$ cat config.mk
export PLATFORM = sky130hd
export DESIGN_NAME = plru_refill_ctrl
export DESIGN_NICKNAME = d
export VERILOG_FILES = /design/src/rtl/plru_refill_ctrl.sv
export SDC_FILE = /design/constraint.sdc
export NUM_CORES = 1
export LEC_CHECK = 0
export ABC_CLOCK_PERIOD_IN_PS = 2800
export BUFFER_PORTS_ARGS = -buffer_cell sky130_fd_sc_hd__buf_4
export CAP_MARGIN = 25
export CORE_UTILIZATION = 30
export CTS_CLUSTER_SIZE = 10
export DETAILED_ROUTE_END_ITERATION = 16
export HOLD_SLACK_MARGIN = 0.12
export RECOVER_POWER = 50
export SYNTH_ARGS = -nofsm -noshare
export SYNTH_HDL_FRONTEND = slang
export SYNTH_SLANG_ARGS = --single-unit
export TNS_END_PERCENT = 10
$ cat constraint.sdc
create_clock -name clk -period 2.8 [get_ports clk]
set_clock_uncertainty 0.1 [all_clocks]
set_input_delay 0.42 -clock clk [delete_from_list [all_inputs] [get_ports clk]]
set_output_delay 0.42 -clock clk [all_outputs]
set_load 0.01 [all_outputs]
$ cat src/rtl/plru_refill_ctrl.sv
// Miss-to-refill controller that picks a PLRU/free victim, runs the refill handshake and reports the fill back to the PLRU.
// Optional refill watchdog enabled by defining PLRU_REFILL_TIMEOUT_EN.
module plru_refill_ctrl #(
    parameter int ENTRY_COUNT    = 4,
    parameter int ADDR_WIDTH     = 32,
    parameter int TIMEOUT_CYCLES = 255
) (
    input  logic                   clk,
    input  logic                   rst,
    input  logic                   miss_valid_i,
    output logic                   miss_ready_o,
    input  logic [ADDR_WIDTH-1:0]  miss_addr_i,
    input  logic [ENTRY_COUNT-1:0] victim_mask_i,
    input  logic [ENTRY_COUNT-1:0] valid_mask_i,
    input  logic [ENTRY_COUNT-1:0] hit_mask_i,
    output logic                   refill_req_valid_o,
    input  logic                   refill_req_ready_i,
    output logic [ADDR_WIDTH-1:0]  refill_req_addr_o,
    input  logic                   refill_resp_valid_i,
    input  logic                   refill_resp_err_i,
    output logic                   fill_we_o,
    output logic [ENTRY_COUNT-1:0] fill_way_mask_o,
    output logic [ENTRY_COUNT-1:0] access_mask_o,
    output logic                   done_valid_o,
    output logic                   done_err_o,
    output logic                   busy_o
);

    typedef enum logic [1:0] {
        IDLE = 2'd0,
        REQ  = 2'd1,
        WAIT = 2'd2,
        FILL = 2'd3
    } state_t;

    if (ENTRY_COUNT < 1 || TIMEOUT_CYCLES < 1) begin : g_param_check
        $error("plru_refill_ctrl: ENTRY_COUNT and TIMEOUT_CYCLES must be >= 1");
    end

    // Free entry wins; otherwise lowest PLRU candidate; entry 0 when the PLRU offers nothing.
    function automatic logic [ENTRY_COUNT-1:0] pick_victim(
        input logic [ENTRY_COUNT-1:0] valid_mask,
        input logic [ENTRY_COUNT-1:0] victim_mask
    );
        logic [ENTRY_COUNT-1:0] pick;
        pick    = '0;
        pick[0] = 1'b1;
        for (int i = ENTRY_COUNT - 1; i >= 0; i--) begin
            if (victim_mask[i]) begin
                pick    = '0;
                pick[i] = 1'b1;
            end
        end
        for (int i = ENTRY_COUNT - 1; i >= 0; i--) begin
            if (!valid_mask[i]) begin
                pick    = '0;
                pick[i] = 1'b1;
            end
        end
        return pick;
    endfunction

    state_t                 state_r, state_s;
    logic [ADDR_WIDTH-1:0]  addr_r;
    logic [ENTRY_COUNT-1:0] way_r;
    logic                   fill_we_r, fill_we_s;
    logic                   done_valid_r, done_valid_s;
    logic                   done_err_r, done_err_s;

`ifdef PLRU_REFILL_TIMEOUT_EN
    localparam int CNT_W = $clog2(TIMEOUT_CYCLES + 1);
    logic [CNT_W-1:0] cnt_r, cnt_s;

    // Watchdog counter, cleared on the way into WAIT.
    always_ff @(posedge clk) begin
        if (rst) begin
            cnt_r <= '0;
        end else begin
            cnt_r <= cnt_s;
        end
    end
`endif

    // Next-state and registered-output decode.
    always_comb begin
        state_s      = state_r;
        fill_we_s    = 1'b0;
        done_valid_s = 1'b0;
        done_err_s   = 1'b0;
`ifdef PLRU_REFILL_TIMEOUT_EN
        cnt_s        = cnt_r;
`endif
        case (state_r)
            IDLE: begin
                if (miss_valid_i) begin
                    state_s = REQ;
                end else begin
                    state_s = IDLE;
                end
            end
            REQ: begin
`ifdef PLRU_REFILL_TIMEOUT_EN
                cnt_s = '0;
`endif
                if (refill_req_ready_i) begin
                    state_s = WAIT;
                end else begin
                    state_s = REQ;
                end
            end
            WAIT: begin
                if (refill_resp_valid_i && refill_resp_err_i) begin
                    state_s      = IDLE;
                    done_valid_s = 1'b1;
                    done_err_s   = 1'b1;
                end else if (refill_resp_valid_i) begin
                    state_s      = FILL;
                    fill_we_s    = 1'b1;
                    done_valid_s = 1'b1;
                end else begin
`ifdef PLRU_REFILL_TIMEOUT_EN
                    if (cnt_r == CNT_W'(TIMEOUT_CYCLES - 1)) begin
                        state_s      = IDLE;
                        done_valid_s = 1'b1;
                        done_err_s   = 1'b1;
                    end else begin
                        cnt_s = cnt_r + CNT_W'(1);
                    end
`else
                    state_s = WAIT;
`endif
                end
            end
            FILL: begin
                state_s = IDLE;
            end
            default: begin
                state_s = IDLE;
            end
        endcase
    end

    // State and completion-strobe registers.
    always_ff @(posedge clk) begin
        if (rst) begin
            state_r      <= IDLE;
            fill_we_r    <= 1'b0;
            done_valid_r <= 1'b0;
            done_err_r   <= 1'b0;
        end else begin
            state_r      <= state_s;
            fill_we_r    <= fill_we_s;
            done_valid_r <= done_valid_s;
            done_err_r   <= done_err_s;
        end
    end

    // Address and victim are captured once at accept and held until the next miss.
    always_ff @(posedge clk) begin
        if (rst) begin
            addr_r <= '0;
            way_r  <= '0;
        end else if (state_r == IDLE && miss_valid_i) begin
            addr_r <= miss_addr_i;
            way_r  <= pick_victim(valid_mask_i, victim_mask_i);
        end else begin
            addr_r <= addr_r;
            way_r  <= way_r;
        end
    end

    assign miss_ready_o       = (state_r == IDLE);
    assign refill_req_valid_o = (state_r == REQ);
    assign refill_req_addr_o  = addr_r;
    assign fill_we_o          = fill_we_r;
    assign fill_way_mask_o    = way_r;
    assign access_mask_o      = hit_mask_i | (fill_we_r ? way_r : {ENTRY_COUNT{1'b0}});
    assign done_valid_o       = done_valid_r;
    assign done_err_o         = done_err_r;
    assign busy_o             = (state_r != IDLE);

endmodule

; After elaboration in Yosys (flattened, before gate mapping)
; Index checks and enable logic that the tools add are counted.
[totals]
ff_bits = 41
input_bits = 50
wordCells = 34
[classes]
eq_ne = 3
n_mux = 17
bitwise = 2
reduce_logical = 6
[ops]
columns = op, n
row1 = 4-bit two-way mux, 9
row2 = 2-bit case mux with 4 select lines, 1
row3 = 1-bit two-way mux, 5
row4 = "2-bit equality test, second input constant", 2
row5 = 2-bit two-way mux, 2
row6 = 4-bit OR, 1
row7 = 3-bit OR reduction, 1
row8 = "2-bit by 1-bit equality test with 1-bit output, second input constant", 1
row9 = 1-bit logical AND, 2
row10 = 2-bit zero test, 1
row11 = 2-bit nonzero test, 1
row12 = 2-bit OR reduction, 1
row13 = 1-bit NOT, 1

; Longest topological paths before layout
; Gate-level depths: netlist of run 1.
[logic_depth]
word_depth = 8
ltp_mapped = 5
depth_no_buf = 3

; Worst setup path before layout of run 1
; Ideal clock, no wire load.
[synth_timing]
path_type = input to register
startpoint = in victim_mask_i[1]
endpoint = reg way_r[3] (netlist: fill_way_mask_o[3])
t_arrival_ns = 1.324
t_required_ns = 2.633
slack_ns = 1.308
path_stages = 3
n_path_buf = 0
cell_sequence = or4b_1 a211o_1 a21oi_2
[synth_between]
elab_chain_cells = 6
[synth_rtl]
columns = element, line
row1 = start: declaration, 13  ; input logic [ENTRY_COUNT-1:0] victim_mask_i,
row2 = 4-bit two-way mux (2 in series), 49  ; if (victim_mask[i]) begin
row3 = 4-bit two-way mux (4 in series), 55  ; if (!valid_mask[i]) begin
row4 = end signal: assignment, 165  ; way_r <= pick_victim(valid_mask_i, victim_mask_i);
row5 = end signal: assignment, 168  ; way_r <= way_r;
row6 = end: declaration, 65  ; logic [ENTRY_COUNT-1:0] way_r;
; Every way passes these cells.
; A chain may end at the register's enable or synchronous reset.

; Worst setup path in the final report of run 1
[layout_timing]
startpoint = reg state_r[1]
endpoint = reg way_r[3] (netlist: fill_way_mask_o[3])
[layout_between]
elab_chain_cells = 2
[layout_rtl]
columns = element, line
row1 = start: declaration, 63  ; state_t state_r, state_s;
row2 = start signal: assignment, 151  ; state_r <= state_s;
row3 = 2-bit zero test, 163  ; end else if (state_r == IDLE && miss_valid_i) begin
row4 = 1-bit logical AND, 163
; Every way passes these cells.

==> results.sh, run 1 <==
export IMPL_yosysMostFrequentCell="nand2_1"
export IMPL_ys_flop_type="dfxtp_1"
export IMPL_async_flop_share_pct=0
export IMPL_clk_latency_ns=0.28
export IMPL_first_pass_iters=4
export IMPL_yosysSeqAreaShare_pct=53.4
export IMPL_netlist_instances=188
export IMPL_grt_setup_unrepaired="false"
export IMPL_synth_edff_count=0
export IMPL_route_detailed_drc=0
export IMPL_cts_resized=0
export IMPL_critPathLaunchType="register"
export IMPL_grt_max_degree=40
export IMPL_synth_xor_area_share_pct=0
export IMPL_core_area_um2=4820
export IMPL_die_width_um=73.6
export IMPL_end_kind="register"
export IMPL_setup_viol=0
export IMPL_clk_path_buf_depth=2
export IMPL_holdCritStartpoint="refill_resp_err_i"
export IMPL_vias=1583
export IMPL_cts_sinks=41
export IMPL_synth_distinct_cells=26
export IMPL_fmax_mhz=556
export IMPL_synth_largest_area_cell="dfxtp_1"
export IMPL_critical_path_max_stage_delay_ns=0.56
export IMPL_finalSetupTns_ns=0
export IMPL_critPathTopFamily="simple AND/OR/NAND/NOR gates"
export IMPL_start_util_pct=31.9
export IMPL_area_growth_pct=46.3
export IMPL_fillers=550
export IMPL_synth_top_family_by_area="simple AND/OR/NAND/NOR gates"
export IMPL_peakVddDrop_uv=203
export IMPL_dr_first_iter_drc_count=55
export IMPL_root_buffer="clkbuf_8"
export IMPL_rrSetupSlack_ns=1.00
export IMPL_cts_hold_buf=0
export IMPL_gp_congestion=0.699
export IMPL_grt_pass1_wl_um=6220
export IMPL_antenna_found_initial=0
export IMPL_synth_compound_area_share_pct=17.5
export IMPL_rr_startpoint="state_r[1]$_SDFF_PP0_"
export IMPL_wire_per_inst_um=11.7
export IMPL_worstSetupPathType="reg -> reg"
export IMPL_crit_chain="or3b_1, buf_4, nand2_1, a21oi_2"
export IMPL_synth_fa_ha_area_share_pct=0
export IMPL_grt_pass1_vias=1352
export IMPL_whs_path_depth=2
export IMPL_netlist_top_cells_count="nand2_1, dfxtp_1, a21oi_1, buf_2, a21o_1"
export IMPL_reg2reg_depth=4
export IMPL_clk_pin_slew_ns=0.07
export IMPL_synth_mux_area_share_pct=0
export IMPL_synth_nets=238
export IMPL_status="completed"
export IMPL_num_antenna_cells=0
export IMPL_power_leakage_nw=0.945
export IMPL_cts_buffers=5
export IMPL_yosys_area_share_simple_pct=25.1
export IMPL_worst_path_max_delay_cell="or3b_1"
export IMPL_yosysWarnings=0
export IMPL_rr_endpoint="fill_way_mask_o[3]$_SDFFE_PP0P_"
export IMPL_drv_cap=0
export IMPL_path_max_fanout=19
export IMPL_worstPathRequired_ns=2.92
export IMPL_power_mw=1.23
export IMPL_ys_ff_latch=41
export IMPL_finalMaxSlewViolations=0
export IMPL_synth_area_um2=1540
export IMPL_grt_usage_pct=15.4
export IMPL_ios=96
export IMPL_hpwl_um=2920
export IMPL_min_period_over_period_pct=64.3
export IMPL_tightestPinTransition_ns=0.614
export IMPL_slew_headroom_pct=59.1
export IMPL_finalHoldViolCount=0
export IMPL_syn_avg_cell_area_um2=8.18
export IMPL_cts_tree="done"
export IMPL_viasPerCell=4.55
export IMPL_hold_path_class="in -> reg"
export IMPL_synth_top_cell_area_share_pct=53.4
export IMPL_postRouteAntennaNets=0
export IMPL_htreeDepth=2
export IMPL_numPortBuffers=95
export IMPL_finish_net_count=331
export IMPL_yosys_top_cells_area="dfxtp_1, nand2_1, a21oi_1"
export IMPL_p_per_area_nw_per_um2=549
export IMPL_period_minus_slack_ns=1.80
export IMPL_hold_end="done_err_o$_SDFF_PP0_"
export IMPL_wl_um=4080
export IMPL_die_height_um=73.6
export IMPL_path_buf_inv=1
export IMPL_die_area_um2=5420
export IMPL_drive_gt1_share_pct=24.2
export IMPL_cts_setup_buffers=0
export IMPL_overflow=0
export IMPL_num_rows=25
export IMPL_arrival_ns=1.92
-- layout make-up --
type | instances | area (µm²) | share of cell area (%)
timing repair buffer | 97 | 586 | 26.0
inverter | 3 | 11.3 | 0.501
tap | 67 | 83.8 | 3.73
clock buffer | 7 | 86.3 | 3.84
multi-input combinational | 133 | 662 | 29.4
sequential | 41 | 821 | 36.5
-- registers in the layout (all words and copies together), names as in the netlist --
name / count
refill_req_addr_o: 32
fill_way_mask_o: 4
state_r: 2
done_err_o: 1
done_valid_o: 1
fill_we_o: 1
-- worst max-delay path by stage --
stage	startpoint	to	slack [ns]	cells past startpoint
CTS	state_r[1]$_SDFF_PP0_	fill_way_mask_o[3]$_SDFFE_PP0P_	0.95	4
floorplan	victim_mask_i[1]	fill_way_mask_o[3]$_SDFFE_PP0P_	1.31	3
global route	state_r[1]$_SDFF_PP0_	refill_req_addr_o[3]$_SDFFE_PP0P_	0.81	4
global placement	miss_valid_i	fill_way_mask_o[3]$_SDFFE_PP0P_	0.94	5
finish	state_r[1]$_SDFF_PP0_	fill_way_mask_o[3]$_SDFFE_PP0P_	1.00	4
detailed placement	miss_valid_i	fill_way_mask_o[3]$_SDFFE_PP0P_	0.91	5
-- layer usage --
layer  share of wire [%]  global-route usage [%]  routed length (µm)  vias up
met1                  45                    18.2                1820      711
li1                    -                       -                   -      813
met2                  47                    25.2                1910       54
met4                 1.7                    6.41                  68        0
met5                   0                       0                   0        -
met3                 6.9                    5.49                 280        5
-- power breakdown --
group | switching, mW | internal, mW
clock network | 0.181 | 0.195
registers | 0.0217 | 0.620
logic | 0.114 | 0.103
total | 0.317 | 0.918
-- per-stage QoR --
stage | hold slack, ns | util (%) | area (µm²) | cells | worst slack, ns
after global placement | 0.343 | 47.9 | 2310 | 341 | 0.940
after floorplan | 0.381 | - | 1540 | 188 | 1.31
after global routing | 0.254 | 46.7 | 2250 | 348 | 0.806
after CTS | 0.241 | 49.7 | 2390 | 348 | 0.954
after detailed placement | 0.348 | 47.9 | 2310 | 341 | 0.914
final | 0.253 | 46.7 | 2250 | 348 | 1.00
-- worst reg2reg max path: stages, from the launching register on --
cell     delay (ns)
dfxtp_1        0.49
or3b_1         0.56
buf_4          0.35
nand2_1        0.10
a21oi_2        0.13
-- cell families (layout without fill, tap and decap cells) --
| kind of cell | after synthesis | after routing |
|---|---|---|
| compound gates | 47 | 47 |
| simple gates | 86 | 86 |
| buf+inv | 14 | 107 |
| flops | 41 | 41 |
-- cells in the final DEF, fill, tap and decap left out, drive strengths merged, types with 2 or more instances in the layout --
cell     instances
nand2b           2
nand3b           2
clkbuf          45
nor4bb           2
o2111ai          2
buf             59
dfxtp           41
a21oi           37
nand2           69
and2             2
a21o             5
inv              3
Power figures use the tool's default switching activity.
==> inputs of run 2 (changes only) <==
ABC_CLOCK_PERIOD_IN_PS = 1700   (was 2800)
clock period = 1.7 ns   (was 2.8 ns; I/O delays follow)
==> run 2 against run 1 <==
- highest routed layer unchanged
- largest power group unchanged
- count of clock-buffer cells in the layout is the same
- cell count grew 10%
- critical path depth shrank 1
- wire length grew 9.9%
- clock power grew 64%
- first-iteration DRC count shrank 1.8%
- non-clock buffer count grew 36
- cell area grew 16%
- via count grew 7.6%
- combinational power grew 100%
==> results.sh, run 2 (same netlist as run 1, synthesis figures left out) <==
export IMPL_status="completed"
export IMPL_min_period_over_period_pct=89.1
export IMPL_setup_viol=0
export IMPL_first_pass_iters=4
export IMPL_largest_reg_flops=32
export IMPL_wire_per_inst_um=11.7
export IMPL_critPathLaunchType="register"
export IMPL_finalSetupTns_ns=0
export IMPL_worstPathRequired_ns=1.34
export IMPL_numPortBuffers=95
export IMPL_viasPerCell=4.43
export IMPL_drive_gt1_share_pct=22.1
export IMPL_cts_buffers=5
export IMPL_root_buffer="clkbuf_8"
export IMPL_route_detailed_drc=0
export IMPL_grt_max_degree=40
export IMPL_htreeDepth=2
export IMPL_grt_usage_pct=16.5
export IMPL_path_max_fanout=8
export IMPL_postRouteAntennaNets=0
export IMPL_grt_setup_unrepaired="false"
export IMPL_cts_tree="done"
export IMPL_grt_pass1_wl_um=6780
export IMPL_tightestPinTransition_ns=0.433
export IMPL_p_per_area_nw_per_um2=810
export IMPL_cts_sinks=41
export IMPL_wl_um=4490
export IMPL_worstSetupPathType="reg -> out"
export IMPL_gp_congestion=0.714
export IMPL_period_minus_slack_ns=1.51
export IMPL_die_area_um2=5420
export IMPL_power_leakage_nw=1.09
export IMPL_dr_first_iter_drc_count=54
export IMPL_cts_resized=0
export IMPL_die_width_um=73.6
export IMPL_overflow=0
export IMPL_final_common_cell="nand2_1"
export IMPL_worst_path_max_delay_cell="dfxtp_1"
export IMPL_clk_pin_slew_ns=0.07
export IMPL_num_antenna_cells=0
export IMPL_vias=1703
export IMPL_die_height_um=73.6
export IMPL_finish_utilization_pct=53.9
export IMPL_critical_path_max_stage_delay_ns=0.39
export IMPL_drv_cap=0
export IMPL_clk_path_buf_depth=2
export IMPL_hold_path_class="in -> reg"
export IMPL_slew_headroom_pct=71.1
export IMPL_ios=96
export IMPL_finish_net_count=367
export IMPL_area_growth_pct=69.0
export IMPL_hpwl_um=2960
export IMPL_clk_latency_ns=0.28
export IMPL_fmax_mhz=660
export IMPL_end_kind="primary output"
export IMPL_finalHoldViolCount=0
export IMPL_peakVddDrop_uv=311
export IMPL_arrival_ns=1.16
export IMPL_crit_chain="or2_2, inv_1, buf_4"
export IMPL_grt_pass1_vias=1558
export IMPL_final_area_um2=2600
export IMPL_final_cell_mix="nand2_1, buf_4, dfxtp_1"
export IMPL_place_area_um2=2330
export IMPL_antenna_found_initial=0
export IMPL_start_util_pct=31.9
export IMPL_core_area_um2=4820
export IMPL_num_rows=25
export IMPL_finalMaxSlewViolations=0
## run 2: cell count changes in the layout (fill, tap and decap cells not counted), sizes merged
cell | before | now
clkbuf | 45 | 46
buf | 59 | 61
dlygate4sd3 | 0 | 33
## run 2: critical path, delay by kind of cell, from the launching register on
family        cells  cell delay [ns]
buf+inv           2             0.17
flops             1             0.39
simple gates      1             0.32
## run 2: cell type report
cell class,instances,area (µm²)
fillers,514,2220
repair buffers,133,935
flip-flops and latches,41,821
multi-input cells,133,662
clock buffers,7,86.3
well taps,67,83.8
inverters,3,11.3
## run 2: layer usage
metal	global-route usage [%]	vias up	share of wire (%)	wire length [µm]
li1	-	879	-	-
met1	17.8	765	43	1910
met2	29.3	52	51	2270
met3	5.35	7	4.9	220
met4	7.48	0	1.7	78
met5	0	-	0	0
## run 2: path summary, 6_finish.rpt
kind,start,end,slack (ns),cells after the start
worst max-delay path,state_r[1]$_SDFF_PP0_,miss_ready_o,0.19,3
worst min-delay path,miss_addr_i[1],refill_req_addr_o[1]$_SDFFE_PP0P_,0.13,3
worst max register to register,state_r[1]$_SDFF_PP0_,refill_req_addr_o[18]$_SDFFE_PP0P_,0.25,4
worst min register to register,refill_req_addr_o[19]$_SDFFE_PP0P_,refill_req_addr_o[19]$_SDFFE_PP0P_,0.35,2
## run 2: timing repair
item | CTS | global route
setup buffers | 0 | 0
hold buffers | 32 | 1
hold endpoints to repair | 32 | 1
## run 2: power breakdown
part           switching [mW]  internal, mW
registers              0.0352          1.02
logic                   0.207         0.227
clock network           0.293         0.322
total                   0.535          1.57
## run 2: through the flow
stage | total power [mW] | instances | setup WS, ns | hold WS [ns]
floorplan | 1.25 | 188 | 0.335 | 0.249
global placement | 1.49 | 344 | 0.229 | 0.344
detailed placement | 1.50 | 344 | 0.218 | 0.347
CTS | 2.19 | 383 | 0.173 | 0.121
global route | 2.23 | 384 | 0.114 | 0.127
finish | 2.10 | 384 | 0.186 | 0.129
==> inputs of run 3 (changes only) <==
==> constraint.sdc (replaced) <==
create_clock -name clk -period 1.7 [get_ports clk]
set_clock_uncertainty 0.1 [all_clocks]
set_input_delay 0.17 -clock clk [delete_from_list [all_inputs] [get_ports clk]]
set_output_delay 0.17 -clock clk [all_outputs]
set_load 0.01 [all_outputs]
==> run 3 against run 2 <==
- wire length rose by 3.1%
- clock power is 13% higher
- worst hold slack better by 0.024 ns
- combinational power up 3%
- sequential share of layout area down 0.95 points
- critical path type is now in -> reg
- critical endpoint is now state_r[1]$_SDFF_PP0_
- largest power group unchanged
- highest routed layer unchanged
==> results.sh, run 3 (same netlist as run 1, synthesis figures left out) <==
export IMPL_tightestPinTransition_ns=0.426
export IMPL_gp_congestion=0.747
export IMPL_route_detailed_drc=0
export IMPL_final_common_cell="nand2_1"
export IMPL_setup_viol=0
export IMPL_cp_common_cell="dlygate4sd3_1"
export IMPL_grt_setup_unrepaired="false"
export IMPL_critPathLaunchType="input pin"
export IMPL_num_antenna_cells=0
export IMPL_min_period_over_period_pct=92.2
export IMPL_p_per_area_nw_per_um2=818
export IMPL_hold_ws_ns=0.153
export IMPL_antenna_found_initial=0
export IMPL_setup_ws_ns=0.133
export IMPL_num_rows=25
export IMPL_dr_first_iter_drc_count=68
export IMPL_slew_headroom_pct=71.6
export IMPL_wire_per_inst_um=11.8
export IMPL_start_util_pct=31.9
export IMPL_grt_pass1_vias=1612
export IMPL_clk_pin_slew_ns=0.07
export IMPL_crit_chain="dlygate4sd3_1, clkbuf_4, nand2_1, nand3b_1, a21oi_1, dlygate4sd3_1"
export IMPL_root_buffer="clkbuf_8"
export IMPL_first_pass_iters=4
export IMPL_cts_buffers=5
export IMPL_finish_net_count=374
export IMPL_period_minus_slack_ns=1.57
export IMPL_preCtsSetupSlack_ns=0.267
export IMPL_ios=96
export IMPL_wl_um=4620
export IMPL_drv_cap=0
export IMPL_hold_path_class="in -> reg"
export IMPL_drive_gt1_share_pct=22.5
export IMPL_finalSetupTns_ns=0
export IMPL_cts_tree="done"
export IMPL_overflow=0
export IMPL_status="completed"
export IMPL_vias=1714
export IMPL_largest_reg_flops=32
export IMPL_die_width_um=73.6
export IMPL_worstPathRequired_ns=1.83
export IMPL_core_area_um2=4820
export IMPL_arrival_ns=1.70
export IMPL_rrSetupSlack_ns=0.19
export IMPL_postRouteAntennaNets=0
export IMPL_worstSetupPathType="in -> reg"
export IMPL_grt_max_degree=40
export IMPL_fmax_mhz=638
export IMPL_die_height_um=73.6
export IMPL_grt_pass1_wl_um=7220
export IMPL_numPortBuffers=95
export IMPL_peakVddDrop_uv=333
export IMPL_path_buf_inv=3
export IMPL_htreeDepth=2
export IMPL_final_cell_mix="nand2_1, buf_4, dfxtp_1, dlygate4sd3_1, clkbuf_1"
export IMPL_hpwl_um=2970
export IMPL_critical_path_max_stage_delay_ns=0.56
export IMPL_power_leakage_nw=1.13
export IMPL_power_mw=2.19
export IMPL_finish_utilization_pct=55.7
export IMPL_grt_usage_pct=17.7
export IMPL_cts_setup_buffers=0
export IMPL_area_growth_pct=74.5
export IMPL_clk_path_buf_depth=2
export IMPL_finalMaxSlewViolations=0
export IMPL_path_max_fanout=3
export IMPL_critPathTopFamily="buffers and inverters"
export IMPL_die_area_um2=5420
export IMPL_cts_sinks=41
export IMPL_clk_latency_ns=0.28
export IMPL_end_kind="register"
export IMPL_worst_path_max_delay_cell="dlygate4sd3_1"
export IMPL_finalHoldViolCount=0
export IMPL_viasPerCell=4.37
==> run 3: cell types whose count changed in the layout (fill, tap and decap cells not counted), sizes merged <==
cell | previous run | this run
dlygate4sd3 | 33 | 40
buf | 61 | 59
clkinv | 0 | 1
clkbuf | 46 | 48
==> run 3: where the power goes <==
part / leakage (nW) / internal [mW] / switching [mW]
registers: 0.336 / 1.02 / 0.0363
logic: 0.741 / 0.238 / 0.208
clock network: 0.0542 / 0.367 / 0.325
total: 1.13 / 1.63 / 0.569
==> run 3: what timing repair did <==
item,in CTS,in global routing
endpoints found under the hold margin,41,0
hold buffers,40,0
gates resized for setup,0,2
endpoints found under the setup margin,0,1
==> run 3: worst min-delay path, cell delays in order <==
cell      delay (ns)
buf_4           0.12
nand2b_1        0.06
a21o_1          0.10
a21oi_1         0.05
==> run 3: final cells by class <==
cell class	instances	area (µm²)
fill	535	2130
timing repair buffer	140	1000
sequential	41	822
multi-input combinational	133	664
clock buffer	7	96.3
tap	67	83.8
inverter	3	11.3
clock inverter	1	5.00
==> run 3: final timing paths <==
check                                     start                            endpoint  depth (start not counted)
max                           refill_resp_err_i               state_r[1]$_SDFF_PP0_                          6
min                                miss_valid_i               state_r[0]$_SDFF_PP0_                          4
max reg2reg               state_r[0]$_SDFF_PP0_               state_r[1]$_SDFF_PP0_                          4
min reg2reg  refill_req_addr_o[22]$_SDFFE_PP0P_  refill_req_addr_o[22]$_SDFFE_PP0P_                          2
==> run 3: metrics by stage <==
step,instance area [µm²],cells
6_report,2680,392
5_1_grt,2680,392
4_1_cts,2830,392
3_5_place_dp,2330,344
3_3_place_gp,2330,344
2_1_floorplan,1540,188
==> run 3: routing by layer <==
metal,global-route usage [%],wire length (µm)
met5,0,0
met4,7.05,76
met3,4.53,218
met2,30.1,2240
met1,21.2,2090
